--- src/rtl/coder_pkg.sv ---
// Shared constants and the reference parity function for the link coder family.
package coder_pkg;

    localparam int MODE_PAR = 0;
    localparam int MODE_SER = 1;

    // Row i (bits i*12 +: 12) is the parity contribution of data bit i.
    localparam logic [143:0] GOLAY_B =
        144'hFFE_6E3_B71_5B9_2DD_16F_8B7_C5B_E2D_717_B8B_DC5;

    localparam int PC_MAX_K = 32;
    localparam int PC_MAX_R = 32;

    function automatic logic [PC_MAX_R-1:0] parity_calc(
        input logic [PC_MAX_K-1:0]          data,
        input logic [PC_MAX_K*PC_MAX_R-1:0] pmat,
        input int                           k,
        input int                           r
    );
        logic [PC_MAX_R-1:0] p;
        p = '0;
        for (int i = 0; i < PC_MAX_K; i++) begin
            for (int j = 0; j < PC_MAX_R; j++) begin
                if (i < k && j < r)
                    p[j] = p[j] ^ (data[i] & pmat[i*r + j]);
            end
        end
        return p;
    endfunction

endpackage

--- src/rtl/coder_stream_parity_gen.sv ---
// Combinational parity generator: each parity bit is the XOR of the data bits
// selected by one column of the parity matrix.
module parity_gen #(
    parameter int               K    = 12,
    parameter int               R    = 12,
    parameter logic [K*R-1:0]   PMAT = coder_pkg::GOLAY_B
) (
    input  logic [K-1:0] data_i,
    output logic [R-1:0] parity_o
);

    for (genvar j = 0; j < R; j++) begin : g_col
        logic [K-1:0] col;
        for (genvar i = 0; i < K; i++) begin : g_row
            assign col[i] = PMAT[i*R + j];
        end
        assign parity_o[j] = ^(data_i & col);
    end

endmodule

--- src/rtl/coder_stream.sv ---
// Handshaked systematic block encoder: {data, parity} codewords emitted either
// one per handshake (parallel) or MSB-first as a bit stream (serial).
module coder_stream
    import coder_pkg::*;
#(
    parameter int             K     = 12,
    parameter int             R     = 12,
    parameter logic [K*R-1:0] PMAT  = GOLAY_B,
    parameter int             MODE  = MODE_PAR,
    parameter int             CNT_W = 16
) (
    input  logic             clk,
    input  logic             rst_n,
    input  logic             enable,
    input  logic             in_valid,
    output logic             in_ready,
    input  logic [K-1:0]     in_data,
    output logic             out_valid,
    input  logic             out_ready,
    output logic [K+R-1:0]   out_data,
    output logic             out_bit,
    output logic             out_first,
    output logic             out_last,
    output logic [CNT_W-1:0] word_cnt
);

    localparam int N = K + R;

    logic [R-1:0]     parity;
    logic [N-1:0]     cw;
    logic             accept;
    logic [CNT_W-1:0] cnt_q, cnt_d;

    parity_gen #(.K(K), .R(R), .PMAT(PMAT)) u_parity (
        .data_i   (in_data),
        .parity_o (parity)
    );

    assign cw     = {in_data, parity};
    assign accept = in_valid & in_ready;

    always_comb begin
        cnt_d = cnt_q;
        if (accept) cnt_d = cnt_q + CNT_W'(1);
    end

    always_ff @(posedge clk or negedge rst_n) begin
        if (!rst_n) cnt_q <= '0;
        else        cnt_q <= cnt_d;
    end

    assign word_cnt = cnt_q;

    if (MODE == MODE_PAR) begin : g_par
        logic         vld_q, vld_d;
        logic [N-1:0] data_q, data_d;

        assign in_ready = enable & (!vld_q | out_ready);

        always_comb begin
            vld_d  = vld_q;
            data_d = data_q;
            if (accept) begin
                vld_d  = 1'b1;
                data_d = cw;
            end else if (enable & vld_q & out_ready) begin
                vld_d  = 1'b0;
            end
        end

        always_ff @(posedge clk or negedge rst_n) begin
            if (!rst_n) begin
                vld_q  <= 1'b0;
                data_q <= '0;
            end else begin
                vld_q  <= vld_d;
                data_q <= data_d;
            end
        end

        assign out_valid = vld_q & enable;
        assign out_data  = data_q;
        assign out_bit   = 1'b0;
        assign out_first = 1'b0;
        assign out_last  = 1'b0;
    end else if (MODE == MODE_SER) begin : g_ser
        localparam int IDX_W = $clog2(N);

        logic [N-1:0]     shift_q, shift_d;
        logic [N-1:0]     data_q, data_d;
        logic [IDX_W-1:0] idx_q, idx_d;
        logic             busy_q, busy_d;
        logic             last, step;

        assign last     = busy_q & (idx_q == IDX_W'(N-1));
        assign step     = enable & busy_q & out_ready;
        // A new word may load on the final-bit handshake, so frames abut.
        assign in_ready = enable & (!busy_q | (last & out_ready));

        always_comb begin
            shift_d = shift_q;
            data_d  = data_q;
            idx_d   = idx_q;
            busy_d  = busy_q;
            if (accept) begin
                shift_d = cw;
                data_d  = cw;
                idx_d   = '0;
                busy_d  = 1'b1;
            end else if (step) begin
                shift_d = {shift_q[N-2:0], 1'b0};
                if (last) begin
                    idx_d  = '0;
                    busy_d = 1'b0;
                end else begin
                    idx_d  = idx_q + IDX_W'(1);
                end
            end
        end

        always_ff @(posedge clk or negedge rst_n) begin
            if (!rst_n) begin
                shift_q <= '0;
                data_q  <= '0;
                idx_q   <= '0;
                busy_q  <= 1'b0;
            end else begin
                shift_q <= shift_d;
                data_q  <= data_d;
                idx_q   <= idx_d;
                busy_q  <= busy_d;
            end
        end

        assign out_valid = busy_q & enable;
        assign out_data  = data_q;
        assign out_bit   = shift_q[N-1];
        assign out_first = busy_q & (idx_q == '0);
        assign out_last  = last;
    end else begin : g_bad
        $error("coder_stream: MODE must be 0 (parallel) or 1 (serial)");
    end

endmodule

--- config.mk ---
export PLATFORM = sky130hd
export DESIGN_NAME = coder_stream
export DESIGN_NICKNAME = d
export VERILOG_FILES = /design/src/rtl/coder_pkg.sv /design/src/rtl/coder_stream_parity_gen.sv /design/src/rtl/coder_stream.sv
export SDC_FILE = /design/constraint.sdc
export NUM_CORES = 1
export LEC_CHECK = 0
export ABC_AREA = 1
export CAP_MARGIN = 10
export CORE_UTILIZATION = 25
export CTS_CLUSTER_SIZE = 16
export DETAILED_ROUTE_END_ITERATION = 12
export SKIP_LAST_GASP = 1
export SYNTH_ARGS = -nofsm -noshare
export SYNTH_HDL_FRONTEND = slang
export SYNTH_HIERARCHICAL = 1
export SYNTH_SLANG_ARGS = --single-unit
export TNS_END_PERCENT = 1
--- constraint.sdc ---
create_clock -name clk -period 1.71 [get_ports clk]
set_input_delay 0.513 -clock clk [delete_from_list [all_inputs] [get_ports clk]]
set_output_delay 0.513 -clock clk [all_outputs]
set_load 0.1 [all_outputs]
==> results of run 1 <==
-- layout make-up --
type	count	area, um2
clock buffer	5	68.8
clock inverter	3	68.8
fill	1070	6200
inverter	42	158
multi-input combinational	296	1380
sequential	41	1030
tap	136	170
timing repair buffer	84	1200
-- cell usage in the layout (no fill, tap or decap) --
| master | Yosys | layout |
|---|---|---|
| buf_4 | 7 | 25 |
| nor2_1 | 11 | 11 |
| inv_2 | 4 | 5 |
| inv_1 | 38 | 37 |
| dfrtp_1 | 41 | 34 |
| bufinv_16 | 0 | 2 |
| inv_6 | 0 | 1 |
| nor2_4 | 3 | 3 |
| nand3b_1 | 3 | 3 |
| clkbuf_8 | 0 | 5 |
| dlymetal6s2s_1 | 0 | 1 |
| clkdlybuf4s50_1 | 0 | 13 |
| nand2_1 | 210 | 209 |
| o21ai_0 | 1 | 1 |
| xnor2_1 | 12 | 12 |
| nand2_2 | 6 | 7 |
| xor2_1 | 16 | 16 |
| o211ai_1 | 1 | 1 |
| ha_1 | 1 | 1 |
| dfrtp_2 | 0 | 7 |
| nand3_4 | 1 | 1 |
| conb_1 | 1 | 3 |
| buf_2 | 3 | 1 |
| nand3_1 | 20 | 20 |
| nand4_1 | 5 | 5 |
| nor2_2 | 3 | 3 |
| dlygate4sd2_1 | 0 | 1 |
| buf_12 | 0 | 43 |
-- flip-flops by register name, indices dropped and copies added, names as in the netlist --
signal / flops
g_par.vld_q: 1
out_data: 24
word_cnt: 16
-- layer usage --
layer  global-route usage (%)  vias up  part of all wire (%)
met5                        0        -                     0
met4                     3.62        0                   1.1
met3                     2.31        9                   4.2
met2                     23.3       63                    49
met1                     15.8     1190                    46
li1                         -     1322                     -
-- repair_timing --
| item | CTS | global route |
|---|---|---|
| setup buffers | 1 | 0 |
| gates resized for setup | 2 | 2 |
| setup endpoints to repair | 3 | 13 |
-- worst max-delay path, cell delays in order --
cell and delay, ps:
clkdlybuf4s50_1 530, inv_1 70, nand2_1 70, nand2_2 110, xor2_1 310, inv_1 90
nand2_1 80, nand2_1 50, nand2_1 60, nand2_1 40
-- final timing paths --
check / startpoint / end / cells past startpoint
max: in_data[10] / out_data[7] / 10
min: rst_n / word_cnt[0] / 1
max reg2reg: word_cnt[0] / word_cnt[10] / 8
min reg2reg: word_cnt[3] / word_cnt[3] / 1
max in group asynchronous: rst_n / out_data[4] / 2
min in group clk: word_cnt[3] / word_cnt[3] / 1
-- power by group through the flow --
stage	clock network, mW	logic [mW]	registers [mW]
floorplan	0	0.547	2.68
global placement	0	2.92	1.45
detailed placement	0	2.95	1.46
CTS	0.988	2.96	1.44
global route	1.03	3.07	1.46
finish	0.956	2.94	1.43
-- metrics by stage --
step	hold WS, ps	instances	power (mW)	utilization (%)
6_report	143	607	5.33	39.7
5_1_grt	161	607	5.56	39.7
4_1_cts	140	607	5.38	39.7
3_5_place_dp	477	598	4.41	38.3
3_3_place_gp	476	598	4.38	38.3
2_1_floorplan	217	391	3.23	-
-- cell families (layout without fill, tap and decap cells) --
group / count (synthesis) / in the layout / synth area share, %
other: 1 / 3 / 0.142
AOI/OAI and AO/OA: 2 / 2 / 0.474
and+or+nand+nor: 262 / 262 / 41.3
xor gates and xnor gates: 28 / 28 / 9.29
adders and majority gates: 1 / 1 / 0.474
DFF: 41 / 41 / 38.9
buffers and inverters: 54 / 134 / 9.39
==> metrics.md, run 1 <==
| Metric | Value |
|---|---|
| Mean Syn Cell Area | `6.78 um2` |
| Root buffer cell | `clkbuf_8` |
| Ports | `62` |
| Clock Latency Late Sink | `300 ps` |
| # DRC | `0` |
| Setup Skew | `4.24 ps` |
| Clock share of power | `17.9%` |
| Pre-CTS setup slack | `-333 ps` |
| Clock tree buffer depth | `2` |
| Num CTS Buffers | `5` |
| Synth cell types | `21` |
| Seq cells post-synth | `41` |
| Post-Route Setup TNS | `-31.5 ps` |
| Status | `finished, violations left` |
| 1st-iter DRT viols | `103` |
| Type of the most critical hold path | `primary input to asynchronous set/reset pin` |
| Share of power burned in registers | `26.9%` |
| Worst Path Required | `1900 ps` |
| Crit share post-route | `101%` |
| WL final | `6770 um` |
| Hold Violations, Final | `0` |
| Largest net degree at the start of global routing | `24` |
| Worst setup margin | `-23.5 ps` |
| Worst-path maximum fanout | `4` |
| Vias post-DR | `2584` |
| CTS clock-pin slew for the worst setup and hold paths | `80 ps` |
| WL/cell | `11.2 um` |
| VDD IR max | `0.000820 V` |
| Combinational fraction of design power | `55.1%` |
| Syn Std Cell Area | `0.00264 mm2` |
| Post-DP HPWL | `5370 um` |
| Post-synth EDFFs | `0` |
| Reg2reg setup slack | `280 ps` |
| Max Slew Vio Count | `0` |
| Post-placement cell area | `0.00393 mm2` |
| Internal power | `2.76 mW` |
| Leakage | `2.13 nW` |
| DRT Pass-1 Iters | `6` |
| Post-route cell area | `0.00408 mm2` |
| Initial antenna violation count | `0` |
| YS warnings | `6` |
| List of most frequent post-synthesis cells | `nand2_1 (210), dfrtp_1 (41), inv_1 (38), nand3_1 (20), xor2_1 (16)` |
| PD cells | `1310 mW/mm2` |
| Die ar. | `0.0110 mm2` |
| Min Clock Period, post-route | `1730 ps` |
| Gr usage total | `13.0%` |
| Fraction of registers with async set/reset | `100%` |
| CP startpoint kind | `primary input` |
| CP endpoint kind | `register` |
| Largest area contributor in the netlist | `dfrtp_1` |
| Input/output buffers | `58` |
| Failing checks | `negative setup slack` |
| Hold-fix buffers, CTS | `0` |
| Share of the synthesized area in the top cell type | `38.9%` |
| Die W | `105 um` |
| Layout cells sized above 1 | `21.9%` |
| Ant. Diodes | `0` |
| Max Clock Freq | `577 MHz` |
| Vias per inst | `4.26` |
| Clk sinks | `41` |
| Die Y | `105 um` |
| Vias in the first global route | `2545` |
| TritonCTS clock tree | `done` |
| Count leader, synth | `nand2_1` |
| Starting Density | `25.7%` |
| Arr. time, crit path | `1930 ps` |
| Synth Instances | `389` |
| Setup Crit Path Kind | `primary input to register` |
| First-pass GRT wire length | `11500 um` |
| Psw | `2.56 mW` |
| Row count | `37` |
| Max Cap Viol | `0` |
| Final nets | `488` |
| Antenna-violating nets left | `0` |
| Sequential share of the synthesized area | `38.9%` |
| Final setup fails | `2` |
| Dominant synthesized flop cell | `dfrtp_1` |
| Gr ovfl total | `0` |
| Core footprint | `0.0103 mm2` |
| Unrepaired setup endpoints after global routing | `yes` |
| H-tree depth | `2` |
| Synth area leaders | `dfrtp_1 (39%), nand2_1 (30%), inv_1 (5.4%)` |
| Sw Share | `48.1%` |
| Routability cong. | `0.871` |
| Area growth, synth to finish | `54.6%` |
No activity file was read; power rests on OpenSTA's default activity.
==> run 2, diff against run 1 <==
--- a/config.mk
+++ b/config.mk
@@ -8,8 +8,11 @@
 export ABC_AREA = 1
 export CAP_MARGIN = 10
 export CORE_UTILIZATION = 25
+export CTS_CLUSTER_DIAMETER = 50
 export CTS_CLUSTER_SIZE = 16
 export DETAILED_ROUTE_END_ITERATION = 12
+export GPL_ROUTABILITY_DRIVEN = 0
+export HOLD_SLACK_MARGIN = 0.12
 export SKIP_LAST_GASP = 1
 export SYNTH_ARGS = -nofsm -noshare
 export SYNTH_HDL_FRONTEND = slang
==> run 2 against run 1 <==
  * Die area stayed put
  * The flow now finishes without violations
  * Non-clock buffer count is 3 higher
  * Design area is 3.7% higher
==> metrics.md, run 2 (same netlist as run 1, synthesis figures left out) <==
| Metric | Value |
|---|---|
| Setup Crit Path Kind | `primary input to register` |
| Min Clock Period, post-route | `1690 ps (-46.4 ps)` |
| Unrepaired setup endpoints after global routing | `yes` |
| Largest register FFs | `24 (unchanged)` |
| Final Util | `41.2% (+1.5 points)` |
| Max Clock Freq | `593 MHz (+2.8%)` |
| Arr. time, crit path | `1870 ps (-60 ps)` |
| Status | `finished clean` |
| Max Cap Viol | `0 (unchanged)` |
| CTS clock-pin slew for the worst setup and hold paths | `90 ps (about the same)` |
| WHS | `137 ps (-6.50 ps)` |
| Vias in the first global route | `2545 (unchanged)` |
| Die ar. | `0.0110 mm2 (unchanged)` |
| DRT Pass-1 Iters | `4 (-2)` |
| Root buffer cell | `clkbuf_8` |
| Crit share post-route | `98.7% (-2.7 points)` |
| Top delay family on crit path | `buffers and inverters` |
| WL/cell | `11.6 um (+3.9%)` |
| GR Layer Usage met1 | `16.1% (+0.24 points)` |
| Worst Path Required | `1890 ps (about the same)` |
| Type of the most critical hold path | `primary input to asynchronous set/reset pin` |
| Clk sinks | `41 (unchanged)` |
| Die Y | `105 um (unchanged)` |
| Starting Density | `25.7% (unchanged)` |
| Max Slew Vio Count | `0 (unchanged)` |
| Antenna-violating nets left | `0 (unchanged)` |
| Commonest cells after routing, fill and taps aside | `nand2_1 (203), buf_12 (44), inv_1 (35)` |
| Area growth, synth to finish | `60.3%` |
| Input/output buffers | `58 (unchanged)` |
| 1st-iter DRT viols | `96 (-6.8%)` |
| Initial antenna violation count | `0 (unchanged)` |
| Slowest cell on crit path | `clkdlybuf4s50_1` |
| Vias post-DR | `2574 (-0.39%)` |
| WL final | `7080 um (+4.5%)` |
| CP startpoint kind | `primary input` |
| Critical path's most frequent cell | `nand2_1` |
| Commonest non-fill, non-tap cell in the layout | `nand2_1` |
| # DRC | `0 (unchanged)` |
| Clock Latency Late Sink | `290 ps (about the same)` |
| Die W | `105 um (unchanged)` |
| Post-placement cell area | `0.00394 mm2 (+0.32%)` |
| H-tree depth | `2 (unchanged)` |
| Leakage | `2.23 nW (+4.4%)` |
| Largest net degree at the start of global routing | `26 (+8.3%)` |
| Post-Route Setup TNS | `0 ps (+31.5 ps)` |
| Worst-path cell chain | `clkdlybuf4s50_1, nand2_1, nand2_4, xor2_2, inv_1, nand2_1, nand2_1, nand2_1, nand2_1` |
| Layout cells sized above 1 | `26.4% (+4.5 points)` |
| M3 GR Usage | `2.93% (+0.62 points)` |
| Final nets | `491 (+0.61%)` |
| Post-DP HPWL | `5440 um (+1.2%)` |
| Worst-path maximum fanout | `4 (unchanged)` |
| Post-route cell area | `0.00423 mm2 (+3.7%)` |
| CP endpoint kind | `register` |
| Core footprint | `0.0103 mm2 (unchanged)` |
| Vias per inst | `4.22 (-0.88%)` |
| Gr usage total | `13.2% (+0.20 points)` |
| Hold-fix buffers, CTS | `0 (unchanged)` |
| Ant. Diodes | `0 (unchanged)` |
| Hold Violations, Final | `0 (unchanged)` |
| Num CTS Buffers | `5 (unchanged)` |
| Setup Skew | `10.2 ps (+5.98 ps)` |
| Met2 Usage GRT | `23.4% (+0.095 points)` |
| Final setup fails | `0 (-2)` |
| Total design power | `5.24 mW (-1.6%)` |
| Ports | `62 (unchanged)` |
| CP max stage delay | `530 ps (about the same)` |
| Gr ovfl total | `0 (unchanged)` |
| VDD IR max | `0.000915 V (+12%)` |
| Global route hottest layer | `met2` |
| Clock tree buffer depth | `2 (unchanged)` |
| PD cells | `1240 mW/mm2 (-5.1%)` |
| First-pass GRT wire length | `11600 um (+0.66%)` |
| Row count | `37 (unchanged)` |
| Bufs and invs on worst path | `2 (-1)` |
| TritonCTS clock tree | `done` |
run 2: timing repair:
| item | in CTS | in global routing |
|---|---|---|
| pin swaps | 0 | 3 |
| setup endpoints to repair | 4 | 13 |
| setup buffers | 2 | 2 |
| gates resized for setup | 4 | 31 |
run 2: path summary, 6_finish.rpt:
check	from	end	slack, ps	cells past startpoint
worst max-delay path	in_data[11]	out_data[7]	20	9
worst min-delay path	rst_n	word_cnt[10]	140	1
worst max register to register	g_par.vld_q	g_par.vld_q	170	7
worst min register to register	word_cnt[6]	word_cnt[6]	530	1
max in group asynchronous	rst_n	out_data[9]	1080	2
min in group clk	word_cnt[6]	word_cnt[6]	530	1
run 2: metrics by stage:
stage	setup slack (ps)	std cells
global placement	-284	598
detailed placement	-335	598
CTS	-24.3	608
floorplan	-63.6	391
global route	-72.8	610
finish	23.0	610
run 2: layer usage:
layer	share of wire [%]	vias up	wire, um
met3	5.4	7	380
met2	51	63	3570
met1	43	1189	3060
met5	0	-	0
met4	0.82	0	58
li1	-	1315	-
run 2: area by class of cell:
class	count	area [um2]
sequential	41	1030
fill	1037	6050
clock buffer	5	68.8
multi-input combinational	296	1490
clock inverter	3	43.8
tap	136	170
inverter	42	158
timing repair buffer	87	1260
run 2: report_power, final:
part | leakage [nW] | total [mW] | internal, mW | switching, mW
combinational | 1.66 | 2.99 | 1.04 | 1.96
sequential | 0.505 | 1.44 | 1.17 | 0.274
clock | 0.0585 | 0.806 | 0.438 | 0.368
total | 2.23 | 5.24 | 2.64 | 2.60
==> run 3, diff against run 2 <==
--- a/config.mk
+++ b/config.mk
@@ -5,8 +5,8 @@
 export SDC_FILE = /design/constraint.sdc
 export NUM_CORES = 1
 export LEC_CHECK = 0
-export ABC_AREA = 1
 export CAP_MARGIN = 10
+export CORE_MARGIN = 4
 export CORE_UTILIZATION = 25
 export CTS_CLUSTER_DIAMETER = 50
 export CTS_CLUSTER_SIZE = 16
==> run 3 against run 2 <==
  * Synthesized cell count fell by 56%
  * Largest power group unchanged
  * Clock skew barely moved
  * Sequential share of layout area rose by 2.7 points
  * First-iteration DRC count fell by 36%
  * The flow now finishes with violations (negative setup slack)
  * Fmax fell by 1.8%
  * Critical path depth fell by 5
  * Largest cell class is now non-clock buffers
  * Flip-flop and latch count did not move
==> metrics.md, run 3 <==
| Metric | Value |
|---|---|
| Max layer used | `met4` |
| # DRC | `0 (unchanged)` |
| Hold Violations, Final | `0 (unchanged)` |
| Synth Instances | `173 (-56%)` |
| Post-DP HPWL | `3950 um (-27%)` |
| Worst Setup SP | `out_ready` |
| Input/output buffers | `58 (unchanged)` |
| Fraction of registers with async set/reset | `100% (unchanged)` |
| Core footprint | `0.00868 mm2 (-16%)` |
| Clk sinks | `41 (unchanged)` |
| Status | `finished, violations left` |
| Top delay family on crit path | `buffers and inverters` |
| Worst-path cell chain | `dlygate4sd2_1, nand2b_4, and2_4, buf_12` |
| Dominant synthesized flop cell | `dfrtp_1` |
| TritonCTS clock tree | `done` |
| Seq cells post-synth | `41 (unchanged)` |
| Unrepaired setup endpoints after global routing | `yes` |
| Vias per inst | `4.18 (-1.0%)` |
| Wire length on met2 | `2840 um (-21%)` |
| First-pass GRT wire length | `8280 um (-28%)` |
| YS warnings | `6 (unchanged)` |
| Min Clock Period, post-route | `1720 ps (+30.5 ps)` |
| Antenna-violating nets left | `0 (unchanged)` |
| WL/cell | `14.5 um (+25%)` |
| Die Y | `102 um (-2.5%)` |
| Syn Std Cell Area | `0.00222 mm2 (-16%)` |
| Worst Path Required | `1200 ps (-690 ps)` |
| RR Startpoint | `g_par.vld_q` |
| Max Clock Freq | `582 MHz (-1.8%)` |
| Leakage | `1.70 nW (-24%)` |
| Reg2reg setup slack | `180 ps (about the same)` |
| Final nets | `279 (-43%)` |
| Ports | `62 (unchanged)` |
| Share of the synthesized area in the top cell type | `46.3% (+7.4 points)` |
| Largest register FFs | `24 (unchanged)` |
| Setup Skew | `10.6 ps (+0.428 ps)` |
| Multi-input logic area | `0.00122 mm2 (-18%)` |
| Area growth, synth to finish | `72.2%` |
| H-tree depth | `2 (unchanged)` |
| Worst setup margin | `-7.53 ps (-30.5 ps)` |
| Count leader, synth | `xnor2_1` |
| Vias post-DR | `1545 (-40%)` |
| Worst-path maximum fanout | `2 (-2)` |
| Final setup fails | `1 (+1)` |
| Met3 WL post-DR | `206 um (-46%)` |
| 1st-iter DRT viols | `61 (-36%)` |
| Reg area | `0.00104 mm2 (+0.12%)` |
| Met1 wire length | `2290 um (-25%)` |
| WHS | `127 ps (-9.82 ps)` |
| Clock Latency Late Sink | `300 ps (about the same)` |
| CP max stage delay | `240 ps (-290 ps)` |
| Setup Crit Path Kind | `primary input to output pin` |
| Arr. time, crit path | `1200 ps (-670 ps)` |
| Starting Density | `25.5% (-0.14 points)` |
| Hold-fix buffers, CTS | `0 (unchanged)` |
| Largest net degree at the start of global routing | `33 (+27%)` |
| Layout cells sized above 1 | `53.4% (+27 points)` |
| DRT Pass-1 Iters | `4 (unchanged)` |
| CP endpoint kind | `output pin` |
| Total design power | `6.47 mW (+23%)` |
| List of most frequent post-synthesis cells | `xnor2_1 (45), dfrtp_1 (41), mux2_2 (25), xor2_1 (11), nand4_1 (8)` |
| R2R depth | `5 (-2)` |
| Synth cell types | `25 (+19%)` |
| Bufs and invs on worst path | `2 (unchanged)` |
| Synth area leaders | `dfrtp_1 (46%), xnor2_1 (18%), mux2_2 (13%)` |
| Row count | `34 (-8.1%)` |
| Gr usage total | `10.2% (-3.0 points)` |
| Type of the most critical hold path | `primary input to asynchronous set/reset pin` |
| Die ar. | `0.0104 mm2 (-4.9%)` |
| Mean Syn Cell Area | `12.8 um2 (+89%)` |
| Ant. Diodes | `0 (unchanged)` |
| Gr ovfl total | `0 (unchanged)` |
| VDD IR max | `0.000596 V (-35%)` |
| Sequential share of the synthesized area | `46.3% (+7.4 points)` |
| Clock tree buffer depth | `2 (unchanged)` |
| CTS clock-pin slew for the worst setup and hold paths | `90 ps (about the same)` |
| Post-synth EDFFs | `0 (unchanged)` |
| Failing checks | `negative setup slack` |
| CP startpoint kind | `primary input` |
| WL final | `5380 um (-24%)` |
| Max Cap Viol | `0 (unchanged)` |
| Num CTS Buffers | `5 (unchanged)` |
| # fillers | `801 (-23%)` |
| Initial antenna violation count | `0 (unchanged)` |
| Reg2reg end | `out_data[16]` |
| Largest area contributor in the netlist | `dfrtp_1` |
| Vias in the first global route | `1641 (-36%)` |
| Root buffer cell | `clkbuf_8` |
| Commonest cells after routing, fill and taps aside | `buf_12 (43), xnor2_1 (36), dfrtp_1 (33)` |
| Commonest non-fill, non-tap cell in the layout | `buf_12` |
| Die W | `102 um (-2.5%)` |
| Max Slew Vio Count | `0 (unchanged)` |
| Slowest cell on crit path | `dlygate4sd2_1` |
| Crit share post-route | `100% (+1.8 points)` |
| PD cells | `1700 mW/mm2 (+37%)` |
## run 3: cell types whose count changed in the layout (fill, tap and decap cells not counted), sizes merged, moves of 16 or more
cell   previous run  this run
xnor2            12        47
nand2           216         4
mux2              0        25
inv              43         1
nor2             17         1
nand3            21         5
## run 3: area by class of cell
class,count,area share [%]
well taps,108,3.54
clock inverters,3,1.70
repair buffers,89,33.6
flip-flops and latches,41,27.1
clock buffers,5,1.80
multi-input cells,123,32.1
inverters,1,0.0984
## run 3: cells by family (layout without fill, tap and decap cells)
logic type | after synthesis | after routing | share of synthesized area (%)
other | 1 | 3 | 0.169
and+or+nand+nor | 33 | 33 | 9.83
buffers and inverters | 11 | 98 | 4.40
DFF | 41 | 41 | 46.3
adders and majority gates | 1 | 1 | 0.565
xor gates and xnor gates | 60 | 60 | 25.6
muxes | 25 | 25 | 12.7
AOI/OAI and AO/OA | 1 | 1 | 0.395
## run 3: worst reg2reg max path, delay by kind of cell (launching register included)
| kind | cells | cell delay [ps] |
|---|---|---|
| multiplexers | 1 | 340 |
| AND/OR/NAND/NOR | 2 | 350 |
| buffers and inverters | 2 | 310 |
| flip-flops | 1 | 430 |
## run 3: timing repair
| action | 4_1_cts | 5_1_grt |
|---|---|---|
| gates cloned | 0 | 3 |
| pin swaps | 3 | 5 |
| buffers inserted | 2 | 4 |
| resized for setup | 16 | 24 |
| endpoints found under the setup margin | 27 | 26 |
## run 3: worst max path at each step
| stage | endpoint | slack, ps | cells past startpoint |
|---|---|---|---|
| after floorplan | in_ready | -180 | 2 |
| after global placement | out_data[0] | -500 | 5 |
| after detailed placement | out_data[0] | -550 | 5 |
| after CTS | out_data[0] | -170 | 5 |
| after global routing | out_data[0] | -40 | 5 |
| final | in_ready | -8 | 4 |
## run 3: routing by layer
metal | up-vias | GRT usage [%]
li1 | 749 | -
met1 | 758 | 13.1
met2 | 32 | 16.5
met3 | 6 | 2.46
met4 | 0 | 4.24
met5 | - | 0
## run 3: through the flow
stage	setup WS [ps]	setup TNS, ps	std cells	area [um2]	utilization (%)
3_3_place_gp	-501	-12690	353	3450	39.8
3_5_place_dp	-553	-13510	353	3450	39.8
5_1_grt	-40.6	-75.1	370	3820	44.0
4_1_cts	-173	-1730	363	3650	42.0
6_report	-7.53	-7.53	370	3820	44.0
2_1_floorplan	-175	-586	175	2230	-
## run 3: where the power goes
group          leakage [nW]  internal (mW)  switching (mW)  total (mW)
Sequential            0.498           1.24           0.373        1.62
Combinational          1.13           1.50            2.42        3.92
Clock                0.0681          0.580           0.351       0.931
Total                  1.70           3.33            3.14        6.47
